===== config.mk =====
export PLATFORM = sky130hd
export DESIGN_NAME = demux_1_4_stream_flat
export DESIGN_NICKNAME = d
export VERILOG_FILES = /design/src/rtl/demux_1_4_stream_pkg.sv /design/src/rtl/demux_1_4_stream_if.sv /design/src/rtl/demux_1_4_stream_lane_buf.sv /design/src/rtl/demux_1_4_stream.sv /design/src/flat_wrapper.sv
export SDC_FILE = /design/constraint.sdc
export NUM_CORES = 1
export LEC_CHECK = 0
export CAP_MARGIN = 0
export CORE_ASPECT_RATIO = 1.4
export CORE_MARGIN = 4
export CORE_UTILIZATION = 26
export CTS_CLUSTER_SIZE = 25
export DETAILED_ROUTE_END_ITERATION = 7
export PLACE_DENSITY = 0.53
export SLEW_MARGIN = 20
export SYNTH_ARGS = -nofsm -noshare
export SYNTH_HDL_FRONTEND = slang
export SYNTH_SLANG_ARGS = --single-unit

===== constraint.sdc =====
create_clock -name clk -period 3.6 [get_ports clk]
set_clock_uncertainty 0.1 [all_clocks]
set_input_delay 0.54 -clock clk [delete_from_list [all_inputs] [get_ports clk]]
set_output_delay 0.54 -clock clk [all_outputs]
set_load 0.02 [all_outputs]

===== src/rtl/demux_1_4_stream_pkg.sv =====
// Shared constants for the 1:4 stream demux.
//   LANES       number of output lanes
//   SEL_W       width of the lane select
//   LANE0..3    lane select encodings
package demux_1_4_stream_pkg;
  localparam int LANES = 4;
  localparam int SEL_W = 2;

  typedef logic [SEL_W-1:0] lane_sel_t;

  localparam lane_sel_t LANE0 = 2'd0;
  localparam lane_sel_t LANE1 = 2'd1;
  localparam lane_sel_t LANE2 = 2'd2;
  localparam lane_sel_t LANE3 = 2'd3;
endpackage


===== src/rtl/demux_1_4_stream_if.sv =====
// Stream bundle for the 1:4 demux: one valid/ready input with lane select,
// four independent valid/ready outputs and per-lane delivered counters.
//   slave  : demux side (consumes in_*, produces out_*/lane_cnt/in_ready)
//   master : environment side (producer + four consumers)
interface demux_1_4_stream_if
  import demux_1_4_stream_pkg::*;
#(
  parameter int WIDTH = 32,
  parameter int CNT_W = 8
);
  logic [WIDTH-1:0]                  in_data;
  lane_sel_t                         in_sel;
  logic                              in_valid;
  logic                              in_ready;
  logic [LANES-1:0][WIDTH-1:0]       out_data;   // lane i at [i*WIDTH +: WIDTH]
  logic [LANES-1:0]                  out_valid;
  logic [LANES-1:0]                  out_ready;
  logic [LANES-1:0][CNT_W-1:0]       lane_cnt;   // lane i at [i*CNT_W +: CNT_W]

  modport slave (
    input  in_data, in_sel, in_valid, out_ready,
    output in_ready, out_data, out_valid, lane_cnt
  );

  modport master (
    output in_data, in_sel, in_valid, out_ready,
    input  in_ready, out_data, out_valid, lane_cnt
  );
endinterface


===== src/rtl/demux_1_4_stream_lane_buf.sv =====
// demux_lane_buf: single-entry lane buffer with a delivered-word counter.
//   clk, rst_n  clock, async active-low reset
//   load        write load_data into the buffer on the next edge
//   load_data   word to store
//   out_ready   consumer accepts the held word
//   out_valid   buffer holds a word
//   out_data    held word (registered)
//   cnt         number of words delivered, wraps modulo 2^CNT_W
module demux_lane_buf #(
  parameter int WIDTH = 32,
  parameter int CNT_W = 8
) (
  input  logic             clk,
  input  logic             rst_n,
  input  logic             load,
  input  logic [WIDTH-1:0] load_data,
  input  logic             out_ready,
  output logic             out_valid,
  output logic [WIDTH-1:0] out_data,
  output logic [CNT_W-1:0] cnt
);
  logic drain;
  assign drain = out_valid & out_ready;

  always_ff @(posedge clk or negedge rst_n) begin
    if (!rst_n) begin
      out_valid <= 1'b0;
      out_data  <= '0;
      cnt       <= '0;
    end else begin
      // load wins over drain: a same-cycle drain+load keeps the lane full
      if (load) begin
        out_valid <= 1'b1;
        out_data  <= load_data;
      end else if (drain) begin
        out_valid <= 1'b0;
      end
      if (drain) cnt <= cnt + 1'b1;
    end
  end
endmodule


===== src/rtl/demux_1_4_stream.sv =====
// demux_1_4_stream: registered 1:4 stream demultiplexer.
//   clk, rst_n  clock, async active-low reset
//   bus         demux_1_4_stream_if.slave: in_data/in_sel/in_valid/in_ready,
//               out_data/out_valid/out_ready per lane, lane_cnt per lane
// Each word goes to exactly one lane buffer chosen by in_sel; lanes stall
// independently. in_ready depends combinationally on out_ready of the
// selected lane so a full lane can be drained and refilled every cycle.
module demux_1_4_stream
  import demux_1_4_stream_pkg::*;
#(
  parameter int WIDTH = 32,
  parameter int CNT_W = 8
) (
  input  logic               clk,
  input  logic               rst_n,
  demux_1_4_stream_if.slave  bus
);
  logic [LANES-1:0] load;
  logic             accept;

  // evaluated from in_sel regardless of in_valid
  assign bus.in_ready = !bus.out_valid[bus.in_sel] | bus.out_ready[bus.in_sel];
  assign accept       = bus.in_valid & bus.in_ready;

  always_comb begin
    load = '0;
    if (accept) load[bus.in_sel] = 1'b1;
  end

  for (genvar i = 0; i < LANES; i++) begin : g_lane
    demux_lane_buf #(.WIDTH(WIDTH), .CNT_W(CNT_W)) u_buf (
      .clk       (clk),
      .rst_n     (rst_n),
      .load      (load[i]),
      .load_data (bus.in_data),
      .out_ready (bus.out_ready[i]),
      .out_valid (bus.out_valid[i]),
      .out_data  (bus.out_data[i]),
      .cnt       (bus.lane_cnt[i])
    );
  end
endmodule


===== src/flat_wrapper.sv =====
// flat-port wrapper written by rule: the top's interface ports become plain ports
module demux_1_4_stream_flat import demux_1_4_stream_pkg::*;
#(
  parameter int WIDTH = 32,
  parameter int CNT_W = 8
)
  (clk, rst_n, bus_in_data, bus_in_sel, bus_in_valid, bus_out_ready, bus_in_ready, bus_out_data, bus_out_valid, bus_lane_cnt);
  demux_1_4_stream_if #(.WIDTH(WIDTH), .CNT_W(CNT_W)) bus_i ();
  input  logic clk;
  input  logic rst_n;
  input wire logic [$bits(bus_i.in_data)-1:0] bus_in_data;
  input wire logic [$bits(bus_i.in_sel)-1:0] bus_in_sel;
  input wire logic [$bits(bus_i.in_valid)-1:0] bus_in_valid;
  input wire logic [$bits(bus_i.out_ready)-1:0] bus_out_ready;
  output wire logic [$bits(bus_i.in_ready)-1:0] bus_in_ready;
  output wire logic [$bits(bus_i.out_data)-1:0] bus_out_data;
  output wire logic [$bits(bus_i.out_valid)-1:0] bus_out_valid;
  output wire logic [$bits(bus_i.lane_cnt)-1:0] bus_lane_cnt;
  assign bus_i.in_data = bus_in_data;
  assign bus_i.in_sel = bus_in_sel;
  assign bus_i.in_valid = bus_in_valid;
  assign bus_i.out_ready = bus_out_ready;
  assign bus_in_ready = bus_i.in_ready;
  assign bus_out_data = bus_i.out_data;
  assign bus_out_valid = bus_i.out_valid;
  assign bus_lane_cnt = bus_i.lane_cnt;
  demux_1_4_stream #(.WIDTH(WIDTH), .CNT_W(CNT_W)) u_core (.clk(clk), .rst_n(rst_n), .bus(bus_i));
endmodule

# --- Yosys cells after proc, flatten, opt, wreduce, memory -nomap -nowiden ---
# Index checks and enable logic that the tools add are counted.
# W data, S select, Z words.
op_classes:
  muxes: 15
  reduce_logical: 6
  addsub: 4
  bitwise_logic: 6
  n_lt_le_gt_ge: 2
ops:
  columns: ["operator", "count"]
  rows:
  - ["$add A8 B1 Y8 const B", 4]
  - ["$mux W1", 11]
  - ["$reduce_bool A2 Y1", 4]
  - ["$and A1 B1 Y1", 5]
  - ["$bmux W1 S2", 2]
  - ["$mux W4", 1]
  - ["$lt A2 B3 Y1 const B", 1]
  - ["$demux W1 S2", 1]
  - ["$ge A2 B1 Y1 const B", 1]
  - ["$logic_and A1 B1 Y1", 1]
  - ["$logic_not A1 Y1", 1]
  - ["$or A1 B1 Y1", 1]
word_totals:
  wordCells: 45
  input_bits: 41
  register_bits: 164
  output_inout_bits: 165

# --- Longest topological paths before layout ---
# Gate-level depths: netlist (run 1).
depth:
  word_depth: 7
  mapped_depth: 5
  ltp_nobuf: 4

# --- Cells and area by module ---
# From an unflattened synthesis (run 1), not the netlist that was laid out.
hier_totals:
  hier_cells: 409
  hier_area_um2: 6462.4
modules_own_cells:
  columns: ["mod", "seq_area_each_um2", "cells_each", "area_each_um2", "instances"]
  rows:
  - ["demux_lane_buf", 1026.0, 100, 1590.3, 4]
  - ["demux_1_4_stream", 0.0, 9, 101.3, 1]

# --- Worst setup path before layout (run 1) ---
# No wires, ideal clock.
synth_path:
  path_type: "input port to output port"
  from: "input bus_out_ready[3]"
  to: "output bus_in_ready"
  t_required_ns: 2.960
  cell_stages: 2
  path_buffers: 0
  setup_slack_ns: 1.740
  t_arrival_ns: 1.220
  cell_sequence: "nand2b_1 mux4_2"
synth_between:
  elab_chain_len: 3
synth_rtl:
  columns: ["item", "line_no", "text"]
  rows:
  - ["start, declared", "flat_wrapper.sv:14", "input wire logic [$bits(bus_i.out_ready)-1:0] bus_out_ready;"]
  - ["$bmux W1 S2", "demux_1_4_stream.sv:22", "assign bus.in_ready = !bus.out_valid[bus.in_sel] | bus.out_ready[bus.in_sel];"]
  - ["$mux W1 (not written as such)", "demux_1_4_stream.sv:22", null]
  - ["$or A1 B1 Y1", "demux_1_4_stream.sv:22", null]
  - ["end, declared", "flat_wrapper.sv:15", "output wire logic [$bits(bus_i.in_ready)-1:0] bus_in_ready;"]
# No other way between the ends. The select of a mux whose other input is x is not followed.

# --- Worst setup path after layout (run 1) ---
layout_path:
  from: "input bus_out_ready[0]"
  to: "output bus_in_ready"
# The elaborated chain is that of the path after synthesis.

==> qor.txt, run 1 <==
Status: finished, final reports clean
Antenna cell count: 0
Routed len/inst: 18.0 microns
Final Cell Area: 9360 sq um
Hold Path End: u_core.g_lane[0].u_buf.cnt[7]
Endpoints failing setup: 0
Die H: 194 microns
EDFF count, synth: 0
Starting Density: 0.266
Number of global-route vias before repair: 4615
CTS max path bufs: 2
Ys flop type: dfrtp_1
DP HPWL: 12300 microns
Reg2reg setup slack: 1.58 ns
Total congestion overflow: 0
HP Class: flip-flop to flip-flop
Post-CTS setup buffer count: 0
Crit path capture type: output port
Largest area contributor in the netlist: dfrtp_1
Cells after synthesis: 407
Seq cells post-synth: 164
Die Area: 27200 sq um
Worst reg-to-reg path cell count: 4
P per Cell Area: 677 nW/um^2
DRC Markers: 0
Hold Crit Depth: 1
RSZ-0062 raised after global routing: no
Die width: 141 microns
Async S/R FF share, synth: 1.00
First-pass GRT wire length: 27100 microns
Post-synth top area share: 0.642
Placed cell area: 8760 sq um
Later-pin clock latency in the skew report: 0.42 ns
Layout cells sized above 1: 0.273
Most common cell in the netlist: dfrtp_1
WHS: 0.365 ns
Leakage: 0.00388 uW
Post-CTS Resized: 0
CP Data Required Time: 2.96 ns
FILL cells: 2285
Fin crit share: 0.817
# hold bufs at CTS: 1
Port bufs: 205
Clock slew at reported path FFs: 0.06 ns
Largest net degree at the start of global routing: 76
Syn_area_per_cell: 15.7 sq um
FF-to-FF End: u_core.g_lane[3].u_buf.out_data[8]
Vias: 4059
Worst r2r src: u_core.g_lane[3].u_buf.out_valid
Final min period: 2.94 ns
Worst Hold Launch: u_core.g_lane[0].u_buf.cnt[7]
Max Cap Viol: 0
Ports: 206
Mapped cell area: 6390 sq um
Setup TNS Final: 0 ns
Core Util, Final: 0.389
DRT Wirelength: 17000 microns
Met1 Resource Use GR: 0.133
Synth unique cells: 29
Fmax: 340 MHz
Arrival @ worst endpoint: 2.30 ns
# H-tree levels: 4
TritonCTS clock tree: done
Grt peak-use layer: met2
Synth top cells by count: dfrtp_1, mux2_2, xnor2_1, nand2_1, nand4_1
Final worst slack: 0.659 ns
Synth Warn #: 0
Final Slew Violations: 0
Max FO, Critical Path: 4
DRT Pass-1 Iters: 4
Met3 usage: 0.0398
Initial antenna violation count: 0
DR iter-0 viols: 122
Crit path launch type: input port
Peak supply drop: 0.306 mV
Gr usage total: 0.129
Nets: 665
Sequential share of the synthesized area: 0.642
Via density: 4.30
# clock sinks: 164
Global Route met2 Usage: 0.241
Slew headroom: 0.583
Placer Congestion: 0.751
Pre-CTS WS: 0.640 ns
Worst slew pin tran: 0.624 ns
Area Growth Syn to Fin: 46.4%
Largest cells by area after synthesis: dfrtp_1, mux2_2, xnor2_1, buf_6, nand4_1
Kind of critical path: input port to output port
Total CTS buffers: 17
DRT antenna net count: 0
Setup crit start: bus_out_ready[0]
CTS root buf: clkbuf_16
Syn Nets: 452
Final count of hold timing violations: 0
Site Rows: 67
Core Box Area: 24100 sq um
==> cell usage in the layout (no fill, tap or decap), drive strengths merged, types with 4 or more instances in the layout <==
cell type,Yosys,final
dfrtp,164,164
clkbuf,3,21
nand3,5,5
mux2,132,132
nand4,10,10
and3,6,6
ha,4,4
xor2,7,7
nand2b,4,4
clkinvlp,0,4
buf,17,9
inv,3,4
nand2,15,15
clkdlybuf4s50,0,204
xnor2,21,21
clkinv,0,4
==> through the flow <==
stage | instances | total power (uW)
after floorplan | 407 | 3480
after global placement | 910 | 4570
after detailed placement | 910 | 4610
after CTS | 943 | 6460
after global routing | 943 | 6680
final | 943 | 6340
==> how the worst max path moves through the flow <==
stage               slack [ns]            to
floorplan                 1.74  bus_in_ready
global placement          0.66  bus_in_ready
detailed placement        0.64  bus_in_ready
CTS                       0.63  bus_in_ready
global route              0.59  bus_in_ready
finish                    0.66  bus_in_ready
==> cell type report <==
cell class,instances,area [sq um],area share
Sequential cell,164,4100,0.438
Timing Repair Buffer,214,2150,0.229
Multi-Input combinational cell,220,2120,0.227
Clock buffer,21,460,0.0492
Tap cell,310,388,0.0414
Clock inverter,11,126,0.0135
Inverter,3,11.3,0.00120
==> cell families (layout without fill, tap and decap cells) <==
kind of cell	Yosys count	count (layout)	synth area share
AOI/OAI and AO/OA	1	1	0.000782
muxes	133	133	0.236
adders and majority gates	4	4	0.00783
buffers and inverters	23	249	0.0274
DFF	164	164	0.642
xor gates and xnor gates	28	28	0.0384
and+or+nand+nor	54	54	0.0478
==> layer usage <==
layer	routed length, microns	up-vias
li1	-	1839
met1	5980	2087
met2	9770	113
met3	944	20
met4	307	0
met5	0	-
==> registers in the layout, indices dropped and copies added (netlist names) <==
name,count
u_core.g_lane.u_buf.out_valid,4
u_core.g_lane.u_buf.out_data,128
u_core.g_lane.u_buf.cnt,32
==> where the power goes <==
group | switching [uW] | total, uW | leakage (uW) | internal, uW
combinational | 948 | 1990 | 0.00163 | 1040
clock | 742 | 1800 | 0.000276 | 1060
sequential | 298 | 2550 | 0.00198 | 2250
total | 1990 | 6340 | 0.00388 | 4350
==> critical path, stage by stage <==
cell	delay [ns]
clkdlybuf4s50_1	0.47
nand2b_1	0.25
mux4_2	0.48
clkdlybuf4s50_1	0.56
No activity file was read; power rests on OpenSTA's default activity.
==> run 2, diff against run 1 <==
Clock period 3.6 ns to 2.81 ns, I/O delays scaled along.
==> run 2 against run 1 <==
Compared with the run above:
- clock-buffer cell count increased by 3
- sequential cell count unchanged
- first-iteration DRC count decreased by 40%
- critical path type unchanged
- critical endpoint unchanged
- highest routed layer unchanged
==> qor.txt, run 2 (synthesis gave the netlist of run 1 again) <==
Site Rows: 67
Die Area: 27200 sq um
Biggest regs: u_core.g_lane.u_buf.out_data (128), u_core.g_lane.u_buf.cnt (32), u_core.g_lane.u_buf.out_valid (4)
DR iter-0 viols: 73
DP HPWL: 12600 microns
# hold bufs at CTS: 1
Ports: 206
Max reg flops: 128
HP Class: flip-flop to flip-flop
CTS max path bufs: 2
Post-CTS setup buffer count: 0
Final count of hold timing violations: 0
Via density: 4.32
Area Growth Syn to Fin: 47.1%
Crit path launch type: input port
Post-CTS Resized: 0
Max Cap Viol: 0
Core Box Area: 24100 sq um
Initial antenna violation count: 0
Placer Congestion: 0.758
Starting Density: 0.266
# H-tree levels: 4
Largest net degree at the start of global routing: 60
Crit path capture type: output port
DRT Wirelength: 17500 microns
Clock slew at reported path FFs: 0.06 ns
Vias: 4083
Slew headroom: 0.622
P per Cell Area: 872 nW/um^2
Endpoints failing setup: 0
Largest reg by FF count: u_core.g_lane.u_buf.out_data
Total congestion overflow: 0
Arrival @ worst endpoint: 2.20 ns
Sw Ratio: 0.307
Layout cells sized above 1: 0.274
Port bufs: 205
Total CTS buffers: 17
Later-pin clock latency in the skew report: 0.42 ns
DRC Markers: 0
First-pass GRT wire length: 27600 microns
Die H: 194 microns
DRT antenna net count: 0
Final Slew Violations: 0
Most frequent cells in the layout: clkdlybuf4s50_1, dfrtp_1, mux2_2
CTS root buf: clkbuf_16
Combinational power share: 0.311
Pwr Total: 8200 uW
Antenna cell count: 0
Fin crit share: 0.967
Final worst slack: 0.0927 ns
Setup TNS Final: 0 ns
Number of global-route vias before repair: 4650
Status: finished, final reports clean
Worst slew pin tran: 0.567 ns
TritonCTS clock tree: done
Final min period: 2.72 ns
Routed len/inst: 18.5 microns
Clock network power share: 0.290
Commonest non-fill, non-tap cell in the layout: clkdlybuf4s50_1
Max FO, Critical Path: 4
Psw: 2520 uW
DRT Pass-1 Iters: 4
Leakage: 0.00391 uW
Kind of critical path: input port to output port
Seq pwr share: 0.399
Peak supply drop: 0.409 mV
CP Data Required Time: 2.29 ns
Nets: 668
Pre-CTS WS: 0.0983 ns
Gr usage total: 0.132
Internal power: 5680 uW
Fmax: 368 MHz
Hold Crit Depth: 1
Worst reg-to-reg path cell count: 4
# clock sinks: 164
Die width: 141 microns
RSZ-0062 raised after global routing: no
## run 2: changes by cell type in the layout (fill, tap and decap cells not counted)
cell,previous run,this run
buf_4,6,9
clkinvlp_4,4,2
inv_6,1,0
clkinv_4,2,1
bufinv_16,2,3
clkbuf_8,2,3
clkbuf_1,2,4
## run 2: critical path: stages
cell             delay, ns
clkdlybuf4s50_1       0.47
nand2b_1              0.25
mux4_2                0.49
clkdlybuf4s50_1       0.56
## run 2: power groups by stage
stage                     sequential, uW  combinational (uW)  clock, uW
after CTS                           3290                2610       2470
after global routing                3350                2700       2570
after detailed placement            3320                2600          0
after floorplan                     3880                 582          0
final                               3270                2550       2380
after global placement              3300                2570          0
## run 2: per-layer routing
layer / vias to the layer above / share of wire / track usage
met3: 16 / 0.056 / 0.0420
met5: - / 0 / 0
met1: 2097 / 0.36 / 0.135
li1: 1856 / - / -
met2: 114 / 0.57 / 0.248
met4: 0 / 0.018 / 0.0449
## run 2: area by class of cell
class	count	area, sq um
Multi-Input combinational cell	220	2120
Tap cell	310	388
Clock buffer	24	482
Inverter	3	11.3
Fill cell	2256	14700
Clock inverter	8	124
Sequential cell	164	4100
Timing Repair Buffer	217	2170
## run 2: final timing paths
path                                                       endpoint                             start  slack, ns
worst max register to register  u_core.g_lane[1].u_buf.out_data[12]  u_core.g_lane[1].u_buf.out_valid       1.09
worst max-delay path                                   bus_in_ready                  bus_out_ready[0]       0.09
worst min-delay path                  u_core.g_lane[0].u_buf.cnt[7]     u_core.g_lane[0].u_buf.cnt[7]       0.37
worst min register to register        u_core.g_lane[0].u_buf.cnt[7]     u_core.g_lane[0].u_buf.cnt[7]       0.37
min in group asynchronous        u_core.g_lane[2].u_buf.out_data[7]                             rst_n       0.43
max in group asynchronous       u_core.g_lane[2].u_buf.out_data[29]                             rst_n       1.36
## run 2: stage by stage
stage | hold WS (ns) | area (sq um) | util | instances
floorplan | 0.0259 | 6390 | - | 407
global placement | 0.322 | 8790 | 0.365 | 913
detailed placement | 0.342 | 8790 | 0.365 | 913
CTS | 0.374 | 9400 | 0.391 | 946
global route | 0.393 | 9400 | 0.391 | 946
finish | 0.367 | 9400 | 0.391 | 946
==> run 3, diff against run 2 <==
Settings changed: CORE_UTILIZATION 26 to 50, PLACE_DENSITY 0.53 to 0.89.
Clock period 2.81 ns to 3.2 ns, I/O delays scaled along.
==> run 3 against run 2 <==
Compared with the run above:
- worst hold slack better by 0.015 ns
- via count up 1.4%
- die area fell by 46%
- cell count shrank 17%
- sequential cell count stayed put
- core utilization up 35 points
- worst setup slack better by 0.34 ns
- non-clock buffer count decreased by 2
- critical endpoint unchanged
- largest power group unchanged
- highest routed layer unchanged
==> qor.txt, run 3 (synthesis gave the netlist of run 1 again) <==
Largest net degree at the start of global routing: 76
Die Area: 14700 sq um
Pwr Total: 7150 uW
DR iter-0 viols: 78
Peak supply drop: 0.528 mV
DRC Markers: 0
Hold Crit Depth: 1
Fin crit share: 0.866
Final Cell Area: 9190 sq um
Port bufs: 205
Layout cells sized above 1: 0.276
Final min period: 2.77 ns
Total CTS buffers: 17
Leakage: 0.00390 uW
Routed len/inst: 20.7 microns
Max FO, Critical Path: 4
Via density: 5.29
Crit path launch type: input port
Site Rows: 48
# H-tree levels: 4
Slew headroom: 0.607
Setup TNS Final: 0 ns
Worst slew pin tran: 0.588 ns
Hold Path End: u_core.g_lane[1].u_buf.cnt[7]
P per Cell Area: 778 nW/um^2
Worst r2r src: u_core.g_lane[0].u_buf.out_valid
Worst Hold Launch: u_core.g_lane[1].u_buf.cnt[7]
Initial antenna violation count: 0
Arrival @ worst endpoint: 2.19 ns
Vias: 4139
Max reg flops: 128
Post-CTS Resized: 0
CTS max path bufs: 2
Most frequent cells in the layout: clkdlybuf4s50_1, dfrtp_1, mux2_2
Largest reg by FF count: u_core.g_lane.u_buf.out_data
FF-to-FF End: u_core.g_lane[0].u_buf.out_data[10]
Status: finished, final reports clean
Crit path capture type: output port
Area Growth Syn to Fin: 43.7%
Die H: 142 microns
Kind of critical path: input port to output port
FILL cells: 784
DP HPWL: 11900 microns
Reg2reg setup slack: 1.34 ns
Post-CTS setup buffer count: 0
# clock sinks: 164
HP Class: flip-flop to flip-flop
DRT antenna net count: 0
Core Box Area: 12400 sq um
RSZ-0062 raised after global routing: no
Placer Congestion: 0.811
Die width: 104 microns
CP Data Required Time: 2.62 ns
TritonCTS clock tree: done
Worst reg-to-reg path cell count: 4
# hold bufs at CTS: 1
Cell Count, Final, Fillers Out: 783
Starting Density: 0.514
Endpoints failing setup: 0
Clock slew at reported path FFs: 0.07 ns
Antenna cell count: 0
Final count of hold timing violations: 0
Biggest regs: u_core.g_lane.u_buf.out_data (128), u_core.g_lane.u_buf.cnt (32), u_core.g_lane.u_buf.out_valid (4)
Placed cells: 751
Gr usage total: 0.226
Commonest non-fill, non-tap cell in the layout: clkdlybuf4s50_1
Nets: 666
Ports: 206
Later-pin clock latency in the skew report: 0.41 ns
Fmax: 361 MHz
Total congestion overflow: 0
DRT Wirelength: 16200 microns
DRT Pass-1 Iters: 4
Number of global-route vias before repair: 4667
First-pass GRT wire length: 25900 microns
Max Cap Viol: 0
Final Slew Violations: 0
Placed cell area: 8580 sq um
CTS root buf: clkbuf_16
[run 3: cell types whose count changed in the layout (fill, tap and decap cells not counted)]
cell / change
buf_12: +1
buf_4: -3
bufinv_16: -1
clkbuf_1: -4
clkbuf_8: -2
clkinv_2: -1
clkinv_4: +3
clkinvlp_4: +1
inv_6: +2
inv_8: +1
[run 3: report_power, final]
group / internal [uW] / switching [uW] / total, uW
Combinational: 1170 / 1090 / 2260
Sequential: 2530 / 342 / 2870
Clock: 1180 / 838 / 2020
[run 3: routing by layer]
layer / track usage / part of all wire / vias to the layer above
li1: - / - / 1844
met1: 0.234 / 0.35 / 2118
met2: 0.429 / 0.57 / 130
met3: 0.0501 / 0.037 / 47
met4: 0.116 / 0.043 / 0
met5: 0 / 0 / -
[run 3: how the worst max path moves through the flow]
stage | depth (start not counted) | endpoint | start
global route | 4 | bus_in_ready | bus_out_ready[3]
finish | 4 | bus_in_ready | bus_out_ready[3]
global placement | 4 | bus_in_ready | bus_out_ready[3]
floorplan | 2 | bus_in_ready | bus_out_ready[3]
CTS | 4 | bus_in_ready | bus_out_ready[3]
detailed placement | 4 | bus_in_ready | bus_out_ready[3]
[run 3: layout make-up]
| cell class | instances | area, sq um | share of cell area |
|---|---|---|---|
| Sequential cell | 164 | 4100 | 0.447 |
| Multi-Input combinational cell | 220 | 2120 | 0.231 |
| Clock buffer | 18 | 439 | 0.0478 |
| Tap cell | 150 | 188 | 0.0204 |
| Timing Repair Buffer | 215 | 2170 | 0.236 |
| Clock inverter | 13 | 151 | 0.0165 |
| Inverter | 3 | 11.3 | 0.00123 |
[run 3: per-stage QoR]
stage | hold WS (ns) | util | setup slack (ns)
3_5_place_dp | 0.325 | 0.691 | 0.429
3_3_place_gp | 0.311 | 0.691 | 0.428
6_report | 0.381 | 0.739 | 0.429
2_1_floorplan | 0.0844 | - | 1.46
5_1_grt | 0.399 | 0.739 | 0.350
4_1_cts | 0.378 | 0.739 | 0.423
[run 3: critical path: stages]
cell and delay [ns]:
clkdlybuf4s50_1 0.45, nand2b_1 0.21, mux4_2 0.49, clkdlybuf4s50_1 0.55
